File: src/rtl/hsv_mask_receiver.sv
// Serial HSV receiver: synchronises the Pi bit stream into fpga_clk, classifies each pixel as hand/not-hand and stores the binary mask.
// Pixel write lands 2-3 cycles after the last pi_clk rise; no backpressure, pixels past a full frame are counted and dropped.
module hsv_mask_receiver #(
  parameter int LENGTH         = 28,
  parameter int WIDTH          = 28,
  parameter int CH_W           = 8,
  parameter int MIN_HUE        = 0,
  parameter int MAX_HUE        = 25,
  parameter int MIN_SATURATION = 40,
  parameter int MIN_VALUE      = 60,
  localparam int RW            = $clog2(LENGTH),
  localparam int CW            = $clog2(WIDTH),
  localparam int PC_W          = $clog2(LENGTH*WIDTH+1)
) (
  input  logic            fpga_clk,
  input  logic            rst,
  input  logic            pi_clk,
  input  logic            data_in,
  input  logic            write_enable,
  input  logic            clear,
  input  logic [RW-1:0]   rd_row,
  input  logic [CW-1:0]   rd_col,
  output logic            rd_bit,
  output logic            frame_ready,
  output logic [PC_W-1:0] pixel_count,
  output logic [7:0]      drop_count
);
  localparam int PIX_BITS = 3*CH_W;
  localparam int BC_W     = $clog2(PIX_BITS);
  localparam int CH_X     = CH_W + 1;

  localparam logic [BC_W-1:0] LAST_BIT = BC_W'(PIX_BITS-1);
  localparam logic [PC_W-1:0] LAST_PIX = PC_W'(LENGTH*WIDTH-1);
  localparam logic [RW-1:0]   LAST_ROW = RW'(LENGTH-1);
  localparam logic [CW-1:0]   LAST_COL = CW'(WIDTH-1);
  localparam logic [CH_X-1:0] ONE      = CH_X'(1);
  localparam logic [CH_X-1:0] MIN_H    = CH_X'(MIN_HUE);
  localparam logic [CH_X-1:0] MAX_H1   = CH_X'(MAX_HUE+1);
  localparam logic [CH_X-1:0] MIN_S    = CH_X'(MIN_SATURATION);
  localparam logic [CH_X-1:0] MIN_V    = CH_X'(MIN_VALUE);
  localparam bit              HUE_WRAP = (MIN_HUE > MAX_HUE);

  logic                pi_s1, pi_s2, pi_s3;
  logic                data_s1, data_s2;
  logic                we_s1, we_s2, we_s3;
  logic                strobe, we_fall;
  logic [BC_W-1:0]     bit_cnt;
  logic [PIX_BITS-2:0] pix_buf;
  logic [PIX_BITS-1:0] pix;
  logic [CH_X-1:0]     hue_x, sat_x, val_x;
  logic                hue_ge, hue_le, hue_ok, hand;
  logic [RW-1:0]       row;
  logic [CW-1:0]       col;
  logic [WIDTH-1:0]    mask [LENGTH];

  always_ff @(posedge fpga_clk) begin
    if (rst) begin
      {pi_s1, pi_s2, pi_s3}    <= 3'b000;
      {data_s1, data_s2}       <= 2'b00;
      {we_s1, we_s2, we_s3}    <= 3'b000;
    end else begin
      {pi_s1, pi_s2, pi_s3}    <= {pi_clk, pi_s1, pi_s2};
      {data_s1, data_s2}       <= {data_in, data_s1};
      {we_s1, we_s2, we_s3}    <= {write_enable, we_s1, we_s2};
    end
  end

  assign strobe  = pi_s2 & ~pi_s3;
  assign we_fall = ~we_s2 & we_s3;

  // Last bit joins the buffered bits combinationally so the pixel is classified on its final strobe.
  assign pix   = {data_s2, pix_buf};
  assign hue_x = {1'b0, pix[CH_W-1:0]};
  assign sat_x = {1'b0, pix[2*CH_W-1:CH_W]};
  assign val_x = {1'b0, pix[3*CH_W-1:2*CH_W]};

  // Inclusive bounds written as x+1 > lo and x < hi+1 in one extra bit, so zero/full-scale bounds stay well-formed.
  assign hue_ge = (hue_x + ONE) > MIN_H;
  assign hue_le = hue_x < MAX_H1;
  assign hue_ok = HUE_WRAP ? (hue_ge | hue_le) : (hue_ge & hue_le);
  assign hand   = hue_ok & ((sat_x + ONE) > MIN_S) & ((val_x + ONE) > MIN_V);

  always_ff @(posedge fpga_clk) begin
    if (rst || clear) begin
      bit_cnt     <= '0;
      pix_buf     <= '0;
      row         <= '0;
      col         <= '0;
      pixel_count <= '0;
      drop_count  <= '0;
      frame_ready <= 1'b0;
      rd_bit      <= 1'b0;
      for (int r = 0; r < LENGTH; r++) mask[r] <= '0;
    end else begin
      rd_bit <= (rd_row <= LAST_ROW && rd_col <= LAST_COL) ? mask[rd_row][rd_col] : 1'b0;
      if (we_fall) begin
        bit_cnt <= '0;
        pix_buf <= '0;
      end else if (strobe && we_s2) begin
        if (bit_cnt == LAST_BIT) begin
          bit_cnt <= '0;
          pix_buf <= '0;
          if (frame_ready) begin
            if (drop_count != 8'hFF) drop_count <= drop_count + 8'd1;
          end else begin
            mask[row][col] <= hand;
            pixel_count    <= pixel_count + 1'b1;
            if (pixel_count == LAST_PIX) frame_ready <= 1'b1;
            if (col == LAST_COL) begin
              col <= '0;
              row <= row + 1'b1;
            end else begin
              col <= col + 1'b1;
            end
          end
        end else begin
          pix_buf[bit_cnt] <= data_s2;
          bit_cnt          <= bit_cnt + 1'b1;
        end
      end
    end
  end

endmodule

File: config.mk
export PLATFORM = sky130hd
export DESIGN_NAME = hsv_mask_receiver
export DESIGN_NICKNAME = d
export VERILOG_FILES = /design/src/rtl/hsv_mask_receiver.sv
export SDC_FILE = /design/constraint.sdc
export NUM_CORES = 2
export LEC_CHECK = 0
export CAP_MARGIN = 20
export CORE_ASPECT_RATIO = 0.7
export CORE_MARGIN = 5
export CORE_UTILIZATION = 50
export CTS_CLUSTER_DIAMETER = 200
export DETAILED_ROUTE_END_ITERATION = 8
export GPL_TIMING_DRIVEN = 1
export PLACE_DENSITY = 0.61
export SLEW_MARGIN = 20
export SYNTH_ARGS = -nofsm -noshare
export SYNTH_HDL_FRONTEND = slang
export SYNTH_SLANG_ARGS = --single-unit
File: constraint.sdc
create_clock -name fpga_clk -period 8.91 [get_ports fpga_clk]
set_input_delay 0.891 -clock fpga_clk [delete_from_list [all_inputs] [get_ports fpga_clk]]
set_output_delay 0.891 -clock fpga_clk [all_outputs]
set_load 0.05 [all_outputs]
==> flow_results.xml <==
<?xml version="1.0" encoding="UTF-8"?>
<metrics>
  <group name="final_layout">
    <metric name="utilization" unit="">0.546</metric>
    <metric name="area_of_combinational_cells_with_multiple_inputs" unit="um^2">16300</metric>
    <metric name="drive_gt1_frac" unit="">0.130</metric>
    <metric name="layout.cells.most_common_list" unit="">950 x nor2_1, 896 x edfxtp_1, 814 x o21ai_0</metric>
    <metric name="num-nets-final" unit="">3759</metric>
    <metric name="fillCellCount" unit="">7890</metric>
    <metric name="areaGrowthSynthToFinish" unit="%">7.94</metric>
    <metric name="most_common_cell_after_layout_fill_and_taps_aside" unit="">nor2_1</metric>
    <metric name="insertedDiodeCount" unit="">0</metric>
    <metric name="seq_area" unit="um^2">28100</metric>
  </group>
  <group name="route">
    <metric name="final_antenna_net_count" unit="">0</metric>
    <metric name="routed-via-count" unit="">32993</metric>
    <metric name="post_drt_via_cell_ratio" unit="">6.54</metric>
    <metric name="routedWlPerCell" unit="um">28.8</metric>
    <metric name="remaining_drc_errors" unit="">0</metric>
    <metric name="first_pass_iters" unit="">6</metric>
    <metric name="detailedRoute.firstIterationViolations" unit="">5284</metric>
    <metric name="drt-total-wl" unit="um">145000</metric>
  </group>
  <group name="power">
    <metric name="vdd_drop_max" unit="V">0.000154</metric>
    <metric name="clockPowerShare" unit="">0.420</metric>
    <metric name="leakage_power_total" unit="nW">16.2</metric>
    <metric name="netSwitchingPower" unit="W">0.00219</metric>
    <metric name="power.sequential.fraction" unit="">0.521</metric>
    <metric name="internal-power" unit="W">0.00763</metric>
    <metric name="combPwrFrac" unit="">0.059</metric>
    <metric name="power_density" unit="nW/um^2">195</metric>
    <metric name="switching_share" unit="">0.223</metric>
  </group>
  <group name="yosys">
    <metric name="yosysUniqueCellTypes" unit="">61</metric>
    <metric name="syn-cell-area" unit="um^2">46600</metric>
    <metric name="number_of_enable_type_register_cells_in_the_synthesized_netlist" unit="">896</metric>
    <metric name="ys_async_sr_fraction" unit="">0</metric>
    <metric name="synth-warning-count" unit="">0</metric>
    <metric name="ys_ff_latch" unit="">956</metric>
    <metric name="ys.flop_type" unit="">edfxtp_1</metric>
    <metric name="netlist.top_cell.by_area" unit="">edfxtp_1</metric>
    <metric name="syn_inst" unit="">4029</metric>
    <metric name="yosys-top-cells-area" unit="">edfxtp_1 58%, mux4_2 9.8%, o21ai_0 8.7%</metric>
    <metric name="synth-seq-area-share" unit="">0.603</metric>
    <metric name="synth_top_area_share" unit="">0.578</metric>
    <metric name="syn_nets" unit="">4059</metric>
    <metric name="syn_avg_cell_area" unit="um^2">11.6</metric>
  </group>
  <group name="critical_path">
    <metric name="worstPathRequired" unit="ns">9.46</metric>
    <metric name="critical_path_peak_fanout" unit="">79</metric>
    <metric name="critical_setup_path_kind" unit="">input port to register</metric>
    <metric name="slowest_delay" unit="ns">0.82</metric>
    <metric name="cp_data_arrival_time" unit="ns">4.99</metric>
    <metric name="path_delay_family" unit="">buffers and inverters</metric>
    <metric name="cp-start-kind" unit="">input port</metric>
    <metric name="critPathSlowestCell" unit="">mux2i_1</metric>
    <metric name="cp.buffers_inverters" unit="">3</metric>
    <metric name="endpoint_kind" unit="">register</metric>
    <metric name="critical_path.cell_chain" unit="">buf_8 &gt; buf_12 &gt; inv_1 &gt; mux2i_1 &gt; o22ai_1 &gt; a211oi_1 &gt; a21o_1 &gt; o41ai_1 &gt; o21bai_1 &gt; a21oi_1</metric>
  </group>
  <group name="placement">
    <metric name="finalWeightedCongestion" unit="">0.909</metric>
    <metric name="dp.final_hpwl" unit="um">82200</metric>
    <metric name="placement.io_buffers" unit="">35</metric>
  </group>
  <group name="clock_network">
    <metric name="clock_tree.htree_level_count" unit="">3</metric>
    <metric name="cts_sinks" unit="">956</metric>
    <metric name="cts_inserted_buffers" unit="">96</metric>
    <metric name="cts_max_path_buffers" unit="">3</metric>
    <metric name="ctsRootBufferMaster" unit="">clkbuf_16</metric>
    <metric name="clock_latency" unit="ns">0.68</metric>
    <metric name="cts_resized" unit="">0</metric>
    <metric name="postCtsHoldBufs" unit="">0</metric>
    <metric name="postCtsSetupBuffers" unit="">0</metric>
    <metric name="tritoncts_clock_tree" unit="">yes</metric>
    <metric name="reg_clk_slew_reported_paths" unit="ns">0.07</metric>
  </group>
  <group name="floorplanning">
    <metric name="num_io_pins" unit="">36</metric>
    <metric name="floorplan.initialDensity" unit="">0.505</metric>
    <metric name="fp-row-count" unit="">93</metric>
    <metric name="dieArea" unit="um^2">99500</metric>
    <metric name="chipWidth" unit="um">375</metric>
    <metric name="fp.dieH" unit="um">265</metric>
    <metric name="coreArea" unit="um^2">92200</metric>
  </group>
  <group name="global_route">
    <metric name="pin_count_of_the_biggest_net_entering_global_routing" unit="">284</metric>
    <metric name="via_count_of_the_first_global_routing_pass" unit="">30735</metric>
    <metric name="grt_overflow_total" unit="">0</metric>
    <metric name="global_routing_usage_summed_across_all_routing_layers" unit="">0.287</metric>
    <metric name="antenna_found_initial" unit="">5</metric>
    <metric name="global_route_wire_length_before_repair" unit="um">213000</metric>
  </group>
  <group name="job">
    <metric name="timing.max_cap.violations" unit="">0</metric>
  </group>
  <group name="sta">
    <metric name="timing.setup.tns" unit="ns">0</metric>
    <metric name="max_clock_freq" unit="MHz">225</metric>
    <metric name="setup_viol_count_final" unit="">0</metric>
    <metric name="grt_setup_unrepaired" unit="">false</metric>
    <metric name="final-max-slew-violation-count" unit="">0</metric>
    <metric name="skew" unit="ns">0.0474</metric>
    <metric name="timing.final.hold_violations" unit="">0</metric>
    <metric name="worst-slew-pin-transition" unit="ns">1.17</metric>
    <metric name="final_critical_period" unit="ns">4.44</metric>
    <metric name="post-route-period-util" unit="">0.498</metric>
    <metric name="max-slew-margin-rel" unit="">0.221</metric>
  </group>
  <group name="hold_path">
    <metric name="timing.hold.worst.class" unit="">register to register</metric>
  </group>
  <group name="outcome">
    <metric name="outcome" unit="">complete, no violations</metric>
  </group>
</metrics>
## final cells by class
type | count | area share
clock buffer | 121 | 0.0528
clock inverter | 57 | 0.00966
inverter | 11 | 0.000821
multi-input combinational | 2535 | 0.325
sequential | 956 | 0.559
tap | 1235 | 0.0307
timing repair buffer | 129 | 0.0220
## stage by stage
step	hold slack, ns	total power [W]	instance area [um^2]	std cells	setup slack (ns)
2_1_floorplan	0.414	0.00559	46600	4029	4.80
3_3_place_gp	0.433	0.00577	47100	4866	3.86
3_5_place_dp	0.437	0.00579	47100	4866	3.94
4_1_cts	0.446	0.00984	50200	5044	4.62
5_1_grt	0.456	0.0101	50300	5044	4.27
6_report	0.426	0.00983	50300	5044	4.47
## sequential cells by signal (all words and copies together), names as in the netlist, 5 cells and up
| name | count |
|---|---|
| mask | 896 |
| pix_buf | 17 |
| pixel_count | 10 |
| drop_count | 8 |
| bit_cnt | 5 |
| col | 5 |
| row | 5 |
## cells in the mapped netlist (6+ instances only)
master,n
a211oi_1,11
a21oi_1,35
a221oi_1,22
a22o_1,6
a22oi_1,24
and3_1,10
buf_1,12
buf_2,29
buf_4,15
buf_6,19
clkbuf_1,450
dfxtp_1,60
edfxtp_1,896
ha_1,14
inv_1,10
mux2_2,9
mux2i_1,88
mux4_2,203
nand2_1,97
nand2b_1,28
nand3_1,58
nand4_1,10
nor2_1,952
nor2b_1,32
nor3_1,9
nor3b_1,7
o211ai_1,8
o21ai_0,814
o21ai_1,6
o22ai_1,10
xnor2_1,9
xor2_1,15
## worst paths after layout
path	from	end	slack, ns	cells past startpoint
worst min register to register	pi_s1$_SDFF_PP0_	pi_s2$_SDFF_PP0_	0.43	1
worst max register to register	pi_s2$_SDFF_PP0_	mask[0][23]$_SDFFCE_PN0P_	4.52	9
worst max-delay path	rd_row[0]	rd_bit$_SDFF_PP0_	4.47	10
worst min-delay path	pi_s1$_SDFF_PP0_	pi_s2$_SDFF_PP0_	0.43	1
## worst reg2reg max path, stage by stage (launching register included)
cell and delay [ns]:
dfxtp_1 0.34, and3b_1 0.53, and2_1 0.47, nand3_1 0.33, nor2_1 0.29, nand2_1 0.16, nor2_1 0.55, nand2_2 0.64
buf_4 0.48, o21ai_0 0.27
## kinds of logic after synthesis
kind of cell             after synthesis  synth area share
AND/OR/NAND/NOR                     1227             0.107
AO/OA/AOI/OAI                        967             0.111
flip-flops                           956             0.603
buffers and inverters                538            0.0491
multiplexers                         303             0.121
XOR/XNOR                              24           0.00451
adder cells (fa/ha/maj)               14           0.00376
## power by group through the flow
stage / sequential, W / combinational [W] / clock [W]
floorplan: 0.00519 / 0.000404 / 0
global placement: 0.00521 / 0.000562 / 0
detailed placement: 0.00522 / 0.000567 / 0
CTS: 0.00512 / 0.000569 / 0.00415
global route: 0.00514 / 0.000614 / 0.00434
finish: 0.00512 / 0.000582 / 0.00412
## routing by layer
metal / up-vias / global-route usage / share of wire
li1: 13970 / - / -
met1: 16755 / 0.447 / 0.42
met2: 2065 / 0.400 / 0.42
met3: 203 / 0.0836 / 0.14
met4: 0 / 0.0641 / 0.022
met5: - / 0.000472 / 0
Note: power is estimated with default switching activity, not from simulation.
